$ cat config.mk
export PLATFORM = sky130hd
export DESIGN_NAME = dcm_prog_ctl
export DESIGN_NICKNAME = d
export VERILOG_FILES = /design/src/rtl/dcm_prog_pkg.sv /design/src/rtl/dcm_prog_shifter.sv /design/src/rtl/dcm_prog_ctl.sv
export SDC_FILE = /design/constraint.sdc
export NUM_CORES = 1
export LEC_CHECK = 0
export ABC_AREA = 1
export BUFFER_PORTS_ARGS = -buffer_cell sky130_fd_sc_hd__buf_2
export CAP_MARGIN = 20
export CORE_ASPECT_RATIO = 1.2
export CORE_MARGIN = 2
export CORE_UTILIZATION = 45
export DETAILED_ROUTE_END_ITERATION = 6
export PLACE_DENSITY = 0.66
export SETUP_SLACK_MARGIN = 0.15
export SLEW_MARGIN = 20
export SYNTH_ARGS = -nofsm -noshare
export SYNTH_HDL_FRONTEND = slang
export SYNTH_HIERARCHICAL = 1
export SYNTH_SLANG_ARGS = --single-unit
$ cat constraint.sdc
create_clock -name clk -period 2.5 [get_ports clk]
set_input_delay 0.125 -clock clk [delete_from_list [all_inputs] [get_ports clk]]
set_output_delay 0.125 -clock clk [all_outputs]
set_load 0.03 [all_outputs]
$ cat src/rtl/dcm_prog_pkg.sv
// Shared types and constants for the DCM_CLKGEN programming controller.
package dcm_prog_pkg;

  typedef enum logic [2:0] {
    ST_IDLE,
    ST_LOAD_D,
    ST_GAP1,
    ST_LOAD_M,
    ST_GAP2,
    ST_GO,
    ST_WAIT_LOW,
    ST_WAIT_HIGH
  } state_e;

  // Command prefixes, shifted out LSB first ahead of the field value
  localparam logic [1:0] CMD_LOAD_D = 2'b01;
  localparam logic [1:0] CMD_LOAD_M = 2'b11;

  function automatic int unsigned field_len(input int unsigned md_w);
    return md_w + 2;
  endfunction

endpackage

$ cat src/rtl/dcm_prog_shifter.sv
// Loadable LSB-first shift register with a length counter; reused for the D and M fields.
module dcm_prog_shifter
  import dcm_prog_pkg::*;
#(
  parameter  int unsigned MD_W = 8,
  localparam int unsigned FL   = field_len(MD_W),
  localparam int unsigned CW   = $clog2(MD_W + 3)
) (
  input  logic          clk,
  input  logic          reset,
  input  logic          i_load,
  input  logic          i_shift,
  input  logic [FL-1:0] i_data,
  output logic          o_bit,
  output logic          o_last_c
);

  logic [FL-1:0] r_sr;
  logic [CW-1:0] r_cnt;

  // Zeros shift in, so the register is empty once a field has been sent
  always_ff @(posedge clk or posedge reset) begin
    if (reset) begin
      r_sr  <= '0;
      r_cnt <= '0;
    end else if (i_load) begin
      r_sr  <= i_data;
      r_cnt <= CW'(FL - 1);
    end else if (i_shift) begin
      r_sr <= {1'b0, r_sr[FL-1:1]};
      if (r_cnt != '0) r_cnt <= r_cnt - CW'(1);
    end
  end

  assign o_bit    = r_sr[0];
  assign o_last_c = (r_cnt == '0);

endmodule

$ cat src/rtl/dcm_prog_ctl.sv
// Serialises host M/D requests into the DCM_CLKGEN PROGEN/PROGDATA protocol
// and tracks PROGDONE completion with a timeout.
module dcm_prog_ctl
  import dcm_prog_pkg::*;
#(
  parameter int unsigned MD_W           = 8,
  parameter int unsigned GAP_CYCLES     = 2,
  parameter int unsigned TIMEOUT_CYCLES = 65535,
  parameter int unsigned TO_W           = 16
) (
  input  logic            clk,
  input  logic            reset,
  input  logic            req_valid,
  input  logic [MD_W-1:0] req_m,
  input  logic [MD_W-1:0] req_d,
  output logic            busy,
  output logic            prog_en,
  output logic            prog_data,
  input  logic            prog_done,
  output logic            done,
  output logic            timeout_err,
  output logic [MD_W-1:0] cur_m,
  output logic [MD_W-1:0] cur_d
);

  localparam int unsigned FL = field_len(MD_W);
  localparam int unsigned GW = $clog2(GAP_CYCLES + 1);

  state_e          r_state, w_state_nxt;
  logic [GW-1:0]   r_gap;
  logic [TO_W-1:0] r_to_cnt;
  logic [MD_W-1:0] r_wm, r_wd, r_pend_m, r_pend_d, r_cur_m, r_cur_d;
  logic            r_pend_valid, r_busy, r_prog_en, r_done, r_timeout_err;

  logic            w_try, w_launch, w_finish_ok, w_finish_to, w_gap_load;
  logic            w_sh_load, w_sh_shift, w_sh_bit, w_sh_last, w_prog_en_nxt;
  logic [FL-1:0]   w_sh_din;
  logic [MD_W-1:0] w_ld_m, w_ld_d;
  logic [TO_W-1:0] w_to_inc;
  logic            w_to_hit, w_gap_zero;

  // A fresh request beats the queued one (last wins)
  assign w_ld_m     = req_valid ? req_m : r_pend_m;
  assign w_ld_d     = req_valid ? req_d : r_pend_d;
  assign w_to_inc   = r_to_cnt + TO_W'(1);
  assign w_to_hit   = (w_to_inc == TO_W'(TIMEOUT_CYCLES));
  assign w_gap_zero = (r_gap == '0);

  dcm_prog_shifter #(.MD_W(MD_W)) u_shifter (
    .clk      (clk),
    .reset    (reset),
    .i_load   (w_sh_load),
    .i_shift  (w_sh_shift),
    .i_data   (w_sh_din),
    .o_bit    (w_sh_bit),
    .o_last_c (w_sh_last)
  );

  always_ff @(posedge clk or posedge reset) begin
    if (reset) r_state <= ST_IDLE;
    else       r_state <= w_state_nxt;
  end

  always_comb begin
    w_state_nxt   = r_state;
    w_try         = 1'b0;
    w_launch      = 1'b0;
    w_finish_ok   = 1'b0;
    w_finish_to   = 1'b0;
    w_gap_load    = 1'b0;
    w_sh_load     = 1'b0;
    w_sh_shift    = 1'b0;
    w_sh_din      = '0;
    w_prog_en_nxt = 1'b0;
    case (r_state)
      ST_IDLE: w_try = 1'b1;
      ST_LOAD_D: begin
        w_sh_shift = 1'b1;
        if (w_sh_last) begin
          w_state_nxt = ST_GAP1;
          w_gap_load  = 1'b1;
        end else begin
          w_prog_en_nxt = 1'b1;
        end
      end
      ST_GAP1: begin
        if (w_gap_zero) begin
          w_state_nxt   = ST_LOAD_M;
          w_sh_load     = 1'b1;
          w_sh_din      = {r_wm, CMD_LOAD_M};
          w_prog_en_nxt = 1'b1;
        end
      end
      ST_LOAD_M: begin
        w_sh_shift = 1'b1;
        if (w_sh_last) begin
          w_state_nxt = ST_GAP2;
          w_gap_load  = 1'b1;
        end else begin
          w_prog_en_nxt = 1'b1;
        end
      end
      ST_GAP2: begin
        if (w_gap_zero) begin
          w_state_nxt   = ST_GO;
          w_prog_en_nxt = 1'b1;
        end
      end
      ST_GO: w_state_nxt = ST_WAIT_LOW;
      ST_WAIT_LOW: begin
        if (w_to_hit) begin
          w_finish_to = 1'b1;
          w_try       = 1'b1;
          w_state_nxt = ST_IDLE;
        end else if (!prog_done) begin
          w_state_nxt = ST_WAIT_HIGH;
        end
      end
      ST_WAIT_HIGH: begin
        if (prog_done) begin
          w_finish_ok = 1'b1;
          w_try       = 1'b1;
          w_state_nxt = ST_IDLE;
        end else if (w_to_hit) begin
          w_finish_to = 1'b1;
          w_try       = 1'b1;
          w_state_nxt = ST_IDLE;
        end
      end
      default: w_state_nxt = ST_IDLE;
    endcase
    // Launch straight out of IDLE or a finishing wait so busy never gaps
    if (w_try && (req_valid || r_pend_valid)) begin
      w_state_nxt   = ST_LOAD_D;
      w_launch      = 1'b1;
      w_sh_load     = 1'b1;
      w_sh_din      = {w_ld_d, CMD_LOAD_D};
      w_prog_en_nxt = 1'b1;
    end
  end

  always_ff @(posedge clk or posedge reset) begin
    if (reset) begin
      r_gap         <= '0;
      r_to_cnt      <= '0;
      r_wm          <= '0;
      r_wd          <= '0;
      r_pend_valid  <= 1'b0;
      r_pend_m      <= '0;
      r_pend_d      <= '0;
      r_cur_m       <= '0;
      r_cur_d       <= '0;
      r_busy        <= 1'b0;
      r_prog_en     <= 1'b0;
      r_done        <= 1'b0;
      r_timeout_err <= 1'b0;
    end else begin
      r_busy    <= (w_state_nxt != ST_IDLE);
      r_prog_en <= w_prog_en_nxt;
      r_done    <= w_finish_ok;
      if (w_gap_load)
        r_gap <= GW'(GAP_CYCLES - 1);
      else if ((r_state == ST_GAP1 || r_state == ST_GAP2) && !w_gap_zero)
        r_gap <= r_gap - GW'(1);
      if (r_state == ST_GO)
        r_to_cnt <= '0;
      else if (r_state == ST_WAIT_LOW || r_state == ST_WAIT_HIGH)
        r_to_cnt <= w_to_inc;
      if (w_launch) begin
        r_wm         <= w_ld_m;
        r_wd         <= w_ld_d;
        r_pend_valid <= 1'b0;
      end else if (req_valid) begin
        r_pend_valid <= 1'b1;
        r_pend_m     <= req_m;
        r_pend_d     <= req_d;
      end
      if (w_finish_ok) begin
        r_cur_m <= r_wm;
        r_cur_d <= r_wd;
      end
      // A timeout coinciding with a launch stays visible
      if (w_finish_to)   r_timeout_err <= 1'b1;
      else if (w_launch) r_timeout_err <= 1'b0;
    end
  end

  assign busy        = r_busy;
  assign prog_en     = r_prog_en;
  assign prog_data   = w_sh_bit;
  assign done        = r_done;
  assign timeout_err = r_timeout_err;
  assign cur_m       = r_cur_m;
  assign cur_d       = r_cur_d;

endmodule

==> metrics.md, run 1 <==
| Metric | Value |
|---|---|
| Status | `completed` |
| Post-synth top area cell | `dfrtp_1` |
| Max capacitance violation total | `0` |
| Total power | `6.32 mW` |
| Total CTS buffers | `9` |
| Initial DRC Count | `211` |
| Worst Setup SP | `r_to_cnt[1]$_DFFE_PP0P_` |
| Crit path capture | `u_shifter/r_sr[9]$_DFFE_PP0P_` |
| DR pass1 iterations | `5` |
| Worst Tran Pin Value | `0.642 ns` |
| Syn Area/Cell | `7.51 sq um` |
| Vias in the first global route | `3765` |
| CP required | `2.74 ns` |
| Crit path DAT | `2.58 ns` |
| Die H | `112 um` |
| Synth top area share | `50.0%` |
| FMAX | `0.428 GHz` |
| Pleak | `2.83 nW` |
| # rows | `39` |
| Final RePlAce weighted congestion | `0.861` |
| Worst r2r src | `r_to_cnt[1]$_DFFE_PP0P_` |
| CTS Sinks | `88` |
| Worst-path fanout max | `9` |
| Setup violators final | `0` |
| Mux cell area share after synthesis | `0%` |
| Worst reg2reg path depth | `19` |
| Register bit total from synthesis | `88` |
| Port bufs | `40` |
| Setup Total Neg Slack | `0 ns` |
| Post-route clock period utilization | `93.5%` |
| HPWL Detailed | `7470 um` |
| Startpoint Class | `register` |
| Clock skew | `0.0134 ns` |
| Post-layout nets | `676` |
| Clk pin slew, worst setup/hold paths | `0.07 ns` |
| Synth Area in Adders | `1.42%` |
| Synthesized area | `4410 sq um` |
| Slowest cell on the critical path | `dfrtp_2` |
| Congestion Overflow GR | `0` |
| Synth cell types | `28` |
| RSZ-0062 raised after global routing | `yes` |
| Die footprint | `10600 sq um` |
| Post-Syn Nets | `612` |
| I/O Pins | `41` |
| Setup Crit Path Kind | `reg2reg` |
| Gr usage total | `21.4%` |
| Placed insts | `748` |
| Worst r2r dst | `u_shifter/r_sr[9]$_DFFE_PP0P_` |
| Max-slew violations | `0` |
| Largest net degree at the start of global routing | `34` |
| Area contributors post-synth | `dfrtp_1, nand2_1, nand3_1, inv_1, nor2_1` |
| VDD IR-drop max | `0.501 mV` |
| Crit end category | `register` |
| Max-slew headroom | `57.1%` |
| Gate Count Post-Synth | `587` |
| Area grow syn2layout | `22.1%` |
| Tmin final | `2.34 ns` |
| Combinational family with the most area after synthesis | `simple AND/OR/NAND/NOR gates` |
| Initial antenna violation count | `0` |
| Slowest stage delay, CP | `0.43 ns` |
| Detailed Route WL | `10700 um` |
| Die width | `94.3 um` |
| CP Cell Sequence | `ha_4, nand3_4, inv_4, nand2_2, nand2_1, nand2_1, nor2_1, nand2_1, nor2_2, nand3_2, nand2_2, nand2_2, nand2_4, nand2_4, o21ai_4, inv_4, nand2_4, inv_6, a22o_1` |
| Vias per std cell | `5.09` |
| Final Hold Fails | `0` |
| Final ANT Viol Nets | `0` |
| Clock buffer depth | `2` |
| Synth Area in XOR/XNOR | `0.199%` |
| Fillers | `903` |
| Remaining DRCs | `0` |
| Post-Layout Cell Count | `779` |
| Flop-to-flop setup slack | `0.16 ns` |
| Antenna diode instance count | `0` |
| Layout cells sized above 1 | `20.4%` |
| Vias | `3966` |
| Core box area | `9520 sq um` |
| YS warnings | `6` |
| Global-route wire length before repair | `17600 um` |
| H-tree levels | `3` |
| Clk_lat worst skew | `0.35 ns` |
| Sequential share of the synthesized area | `50.0%` |
| Pwr per Cell Area | `1180 nW/um^2` |
| CTS tree | `done` |
| Hold Crit Class | `in2reg` |
| Synth Area in Compound Gates | `4.40%` |
| Root Buffer | `clkbuf_16` |
| Simple-gate share of the synthesized area | `37.2%` |
| Initial Util | `46.3%` |
| Wirelength per Cell | `13.8 um` |
## worst min-delay path by stage
stage | slack, ns | end | depth (start not counted) | start
after floorplan | 0.01 | u_shifter/r_cnt[0]$_DFFE_PP0P_ | 1 | reset
after global placement | 0.21 | u_shifter/r_cnt[1]$_DFFE_PP0P_ | 2 | reset
after detailed placement | 0.21 | u_shifter/r_cnt[0]$_DFFE_PP0P_ | 2 | reset
after CTS | 0.09 | r_pend_m[2]$_DFFE_PP0N_ | 5 | req_m[2]
after global routing | 0.11 | r_pend_m[7]$_DFFE_PP0N_ | 5 | req_m[7]
final | 0.09 | r_pend_m[2]$_DFFE_PP0N_ | 5 | req_m[2]
## layer usage
layer	track usage, %	up-vias	share of wire, %
met2	35.7	96	50
met5	0	-	0
li1	-	1983	-
met4	8.79	0	2.7
met1	26.6	1859	44
met3	5.03	28	3.9
## logic make-up (layout without fill, tap and decap cells)
family	Yosys count	in the layout
flops	88	88
buf+inv	70	139
fa+ha+maj	5	5
xor+xnor	1	1
simple gates	389	389
compound gates	34	34
## metrics by stage
stage	instance area (sq um)	util (%)	setup WS (ns)	hold WS [ns]
after floorplan	4430	-	0.176	0.0142
after global placement	4820	50.6	0.181	0.215
after detailed placement	4820	50.6	0.118	0.208
after CTS	5150	54.1	0.151	0.0893
after global routing	5380	56.5	0.00935	0.114
final	5380	56.5	0.163	0.0894
## layout make-up
class	instances	area, sq um	area share [%]
clock buffers	9	225	4.19
clock inverters	7	77.6	1.44
multi-input cells	429	2040	37.9
inverters	52	208	3.86
well taps	123	154	2.86
flip-flops and latches	88	2210	41.0
repair buffers	71	469	8.72
## power breakdown
group	internal (mW)	switching, mW	total [mW]	leakage, nW
Sequential	1.96	0.355	2.32	1.13
Combinational	0.890	1.73	2.62	1.56
Clock	0.785	0.596	1.38	0.147
Total	3.64	2.68	6.32	2.83
## synth_stat cells
cell type,number
nand2_1,273
dfrtp_1,88
nand3_1,69
inv_1,46
nor2_1,23
o21ai_0,15
clkbuf_1,11
o22ai_1,9
nand4_1,7
ha_1,5
nand2_2,5
a21oi_1,4
buf_4,3
buf_6,3
clkinv_1,3
inv_2,3
nor2_4,3
nor3_1,3
o211ai_1,3
nand2_4,2
nor2_2,2
a22o_1,1
a31oi_1,1
buf_2,1
nand3_4,1
nand3b_1,1
o21ai_1,1
xor2_1,1
## sequential cells by signal (all words and copies together), names as in the netlist, 8 cells and up
name,cells
cur_d,8
cur_m,8
r_pend_d,8
r_pend_m,8
r_to_cnt,16
r_wd,8
r_wm,8
u_shifter/r_sr,10
## critical path, delay by kind of cell (launching register included)
family          cells  cell delay, ns
compound gates      2            0.25
fa+ha+maj           1            0.19
buf+inv             3            0.22
flops               1            0.43
simple gates       13            1.14
## layout by cell type (no fill, tap or decap), types with 2 or more instances in the layout
| cell | count |
|---|---|
| clkbuf_16 | 10 |
| inv_6 | 4 |
| o21ai_0 | 14 |
| o211ai_1 | 3 |
| ha_1 | 4 |
| nand3_1 | 61 |
| a21oi_1 | 4 |
| nand2_1 | 265 |
| dfrtp_1 | 84 |
| inv_1 | 42 |
| nor2_1 | 20 |
| inv_2 | 3 |
| nor3_2 | 2 |
| buf_2 | 40 |
| dfrtp_2 | 4 |
| nand2_2 | 11 |
| nand2_4 | 4 |
| nand4_1 | 7 |
| nor2_4 | 5 |
| inv_4 | 3 |
| buf_4 | 27 |
| nand3_2 | 7 |
| nor2_2 | 3 |
| clkinv_1 | 3 |
| o22ai_1 | 9 |
| nand3_4 | 2 |
## repair_timing
action | in CTS | in global routing
hold buffers | 1 | 0
setup endpoints to repair | 9 | 45
pin swaps | 1 | 9
resized for setup | 1 | 34
gates cloned | 0 | 1
endpoints found under the hold margin | 42 | 0
buffers inserted | 2 | 11
Note: power is estimated with default switching activity, not from simulation.
==> run 2, diff against run 1 <==
--- a/config.mk
+++ b/config.mk
@@ -17,5 +17,4 @@
 export SLEW_MARGIN = 20
 export SYNTH_ARGS = -nofsm -noshare
 export SYNTH_HDL_FRONTEND = slang
-export SYNTH_HIERARCHICAL = 1
 export SYNTH_SLANG_ARGS = --single-unit
==> metrics.md, run 2 <==
| Metric | Value |
|---|---|
| Status | `completed (unchanged)` |
| Biggest register | `r_to_cnt (unchanged)` |
| Port bufs | `40 (unchanged)` |
| Initial antenna violation count | `0 (unchanged)` |
| Worst-path fanout max | `9 (unchanged)` |
| Vias | `3747 (was 3966)` |
| Max capacitance violation total | `0 (unchanged)` |
| Post-layout nets | `640 (was 676)` |
| CTS tree | `done (unchanged)` |
| Syn Area/Cell | `7.77 sq um (was 7.51 sq um)` |
| Post-Syn Nets | `583 (was 612)` |
| Sequential share of power | `37.0% (was 36.6%)` |
| Die footprint | `10400 sq um (was 10600 sq um)` |
| Startpoint Class | `register (unchanged)` |
| Detailed Route WL | `9820 um (was 10700 um)` |
| Net Sw Frac | `40.1% (was 42.5%)` |
| # rows | `39 (unchanged)` |
| Clk pwr share | `22.1% (was 21.8%)` |
| HPWL Detailed | `6580 um (was 7470 um)` |
| Post-DP Area | `4680 sq um (was 4820 sq um)` |
| Synthesized area | `4330 sq um (was 4410 sq um)` |
| Final RePlAce weighted congestion | `0.869 (was 0.861)` |
| Hold Crit Class | `in2reg (unchanged)` |
| Clock skew | `0.00621 ns (was 0.0134 ns)` |
| Crit-path most repeated cell | `nand2_2` |
| Clk_lat worst skew | `0.33 ns (was 0.35 ns)` |
| Worst r2r src | `r_to_cnt[1]$_DFFE_PP0P_ (unchanged)` |
| Setup Total Neg Slack | `0 ns (unchanged)` |
| Post-synth top area cell | `dfrtp_1 (unchanged)` |
| Layout cells sized above 1 | `19.8% (was 20.4%)` |
| Top post-synthesis cells by count | `nand2_1, dfrtp_1, inv_1, nand3_1, o21ai_0 (was nand2_1, dfrtp_1, nand3_1, inv_1, nor2_1)` |
| Delay-heaviest family, CP | `simple AND/OR/NAND/NOR gates (unchanged)` |
| Vias in the first global route | `3502 (was 3765)` |
| Worst Setup SP | `r_to_cnt[1]$_DFFE_PP0P_ (unchanged)` |
| Most frequent cells in the layout | `nand2_1, dfrtp_1, inv_1 (was nand2_1, dfrtp_1, nand3_1)` |
| Register bit total from synthesis | `88 (unchanged)` |
| Hold slack | `0.132 ns (was 0.0894 ns)` |
| Synth Flop Type | `dfrtp_1 (unchanged)` |
| Tmin final | `2.28 ns (was 2.34 ns)` |
| Post-synth EDFFs | `0 (unchanged)` |
| Total power | `6.12 mW (was 6.32 mW)` |
| Remaining DRCs | `0 (unchanged)` |
| Sequential share of the synthesized area | `50.8% (was 50.0%)` |
| CP required | `2.75 ns (was 2.74 ns)` |
| Vias per std cell | `5.04 (was 5.09)` |
| Setup WS pre-CTS | `0.0275 ns (was 0.118 ns)` |
| Setup Crit Path Kind | `reg2reg (unchanged)` |
| Wirelength per Cell | `13.2 um (was 13.8 um)` |
| CP Cell Sequence | `buf_6, nand2_4, nor2_4, nand2_2, nor2_2, nand2_1, nand2_2, nand3_4, nor2_4, nand2_2, nand2_2, nand2_2, nand2_4, nand2_8, clkbuf_16, o21ai_0 (was ha_4, nand3_4, inv_4, nand2_2, nand2_1, nand2_1, nor2_1, nand2_1, nor2_2, nand3_2, nand2_2, nand2_2, nand2_4, nand2_4, o21ai_4, inv_4, nand2_4, inv_6, a22o_1)` |
| I/O Pins | `41 (unchanged)` |
| Post-route clock period utilization | `91.0% (was 93.5%)` |
| Synth cell types | `33 (was 28)` |
| Final Core Density | `56.3% (was 56.5%)` |
| Combinational power share | `40.9% (was 41.5%)` |
| Post-Layout Cell Count | `743 (was 779)` |
| Fin area | `5330 sq um (was 5380 sq um)` |
| Max-slew violations | `0 (unchanged)` |
| Worst Tran Pin Value | `0.706 ns (was 0.642 ns)` |
| Die H | `111 um (was 112 um)` |
| Slowest cell on the critical path | `dfrtp_1 (was dfrtp_2)` |
| CTS Sinks | `88 (unchanged)` |
| Gate Count Post-Synth | `558 (was 587)` |
| Largest registers | `r_to_cnt: 16 flops, u_shifter.r_sr: 10 flops (was r_to_cnt: 16 flops, u_shifter/r_sr: 10 flops)` |
| DR pass1 iterations | `4 (was 5)` |
| Commonest non-fill, non-tap cell in the layout | `nand2_1 (unchanged)` |
| Synth top area share | `50.8% (was 50.0%)` |
| Pint | `3.67 mW (was 3.64 mW)` |
| Crit end category | `register (unchanged)` |
| Crit path DAT | `2.52 ns (was 2.58 ns)` |
| Die width | `93.6 um (was 94.3 um)` |
| Area contributors post-synth | `dfrtp_1, nand2_1, inv_1, nand3_1, o21ai_0 (was dfrtp_1, nand2_1, nand3_1, inv_1, nor2_1)` |
| Initial DRC Count | `198 (was 211)` |
| Pleak | `2.70 nW (was 2.83 nW)` |
| Placed insts | `715 (was 748)` |
| Gr usage total | `19.1% (was 21.4%)` |
| Asr flop ratio synth | `100% (unchanged)` |
| H-tree levels | `3 (unchanged)` |
| Core box area | `9470 sq um (was 9520 sq um)` |
| Count leader, synth | `nand2_1 (unchanged)` |
| Pwr per Cell Area | `1150 nW/um^2 (was 1180 nW/um^2)` |
| Fillers | `865 (was 903)` |
| Clock buffer depth | `2 (unchanged)` |
| Final ANT Viol Nets | `0 (unchanged)` |
| Setup WS post-layout | `0.225 ns (was 0.163 ns)` |
| Setup violators final | `0 (unchanged)` |
| Final Hold Fails | `0 (unchanged)` |
| Root Buffer | `clkbuf_16 (unchanged)` |
| YS warnings | `0 (was 6)` |
| Largest net degree at the start of global routing | `46 (was 34)` |
| Initial Util | `45.8% (was 46.3%)` |
| CP bufs+invs | `2 (was 3)` |
| Max-slew headroom | `52.8% (was 57.1%)` |
| VDD IR-drop max | `0.557 mV (was 0.501 mV)` |
| Antenna diode instance count | `0 (unchanged)` |
| RSZ-0062 raised after global routing | `yes (unchanged)` |
| Congestion Overflow GR | `0 (unchanged)` |
| Clk pin slew, worst setup/hold paths | `0.06 ns (was 0.07 ns)` |
| Area grow syn2layout | `23.1% (was 22.1%)` |
| Max reg flops | `16 (unchanged)` |
| Psw | `2.45 mW (was 2.68 mW)` |
| Hold Startpoint | `req_m[5] (was req_m[2])` |
| FMAX | `0.440 GHz (was 0.428 GHz)` |
| Global-route wire length before repair | `16100 um (was 17600 um)` |
| Total CTS buffers | `9 (unchanged)` |
| Slowest stage delay, CP | `0.40 ns (was 0.43 ns)` |
run 2: cell count changes after synthesis, moves of 2 or more:
cell	before	now
nand2_1	273	226
nand3_1	69	40
o21ai_0	15	36
inv_1	46	65
o21ai_2	0	6
o21ai_1	1	6
clkbuf_1	11	7
a21oi_1	4	6
buf_4	3	1
clkinv_1	3	1
inv_2	3	1
nor2_2	2	4
o22ai_1	9	7
run 2: timing repair:
action / CTS / global route
hold endpoints to repair: 21 / 0
endpoints found under the setup margin: 43 / 49
gates resized for setup: 8 / 38
setup buffers: 2 / 5
pin swaps: 2 / 21
gates cloned: 0 / 4
hold buffers: 1 / 0
run 2: cell families after synthesis:
group / synth area share, %
DFF: 50.8
adders and majority gates: 1.44
and+or+nand+nor: 30.7
AOI/OAI and AO/OA: 8.66
xor gates and xnor gates: 0.404
buffers and inverters: 7.97
run 2: tightest hold or removal path, cell delays in order:
cell and delay, ns:
buf_2 0.07, nand2_1 0.04, o21ai_0 0.09, nand2_1 0.06, nand2_1 0.05
run 2: final timing paths:
kind	to	slack, ns	cells after the start
setup / recovery	r_pend_d[6]$_DFFE_PP0P_	0.22	16
hold / removal	r_wm[5]$_DFFE_PP0N_	0.13	5
setup reg to reg	r_pend_d[6]$_DFFE_PP0P_	0.22	16
hold reg to reg	cur_d[0]$_DFFE_PP0P_	0.47	2
max in group asynchronous	r_wd[0]$_DFFE_PP0N_	1.48	4
min in group asynchronous	cur_m[5]$_DFFE_PP0P_	0.38	3
run 2: area by class of cell:
cell class / instances / area [sq um] / share of cell area [%]
Sequential cell: 88 / 2200 / 41.3
Multi-Input combinational cell: 389 / 1970 / 37.0
Timing Repair Buffer: 59 / 437 / 8.19
Inverter: 68 / 264 / 4.95
Clock buffer: 13 / 260 / 4.88
Tap cell: 123 / 154 / 2.89
Clock inverter: 3 / 40.0 / 0.751
run 2: power by group through the flow:
stage                     registers, mW  logic [mW]  clock network [mW]
after floorplan                    2.49        1.35                   0
after global placement             2.26        2.04                   0
after detailed placement           2.27        2.10                   0
after CTS                          2.25        2.20                1.37
after global routing               2.32        2.80                1.44
final                              2.27        2.50                1.35
run 2: metal layers:
metal,share of wire [%],vias up,track usage [%]
li1,-,1873,-
met1,44,1766,25.7
met2,49,92,31.2
met3,4.4,16,3.72
met4,2.1,0,6.18
met5,0,-,0
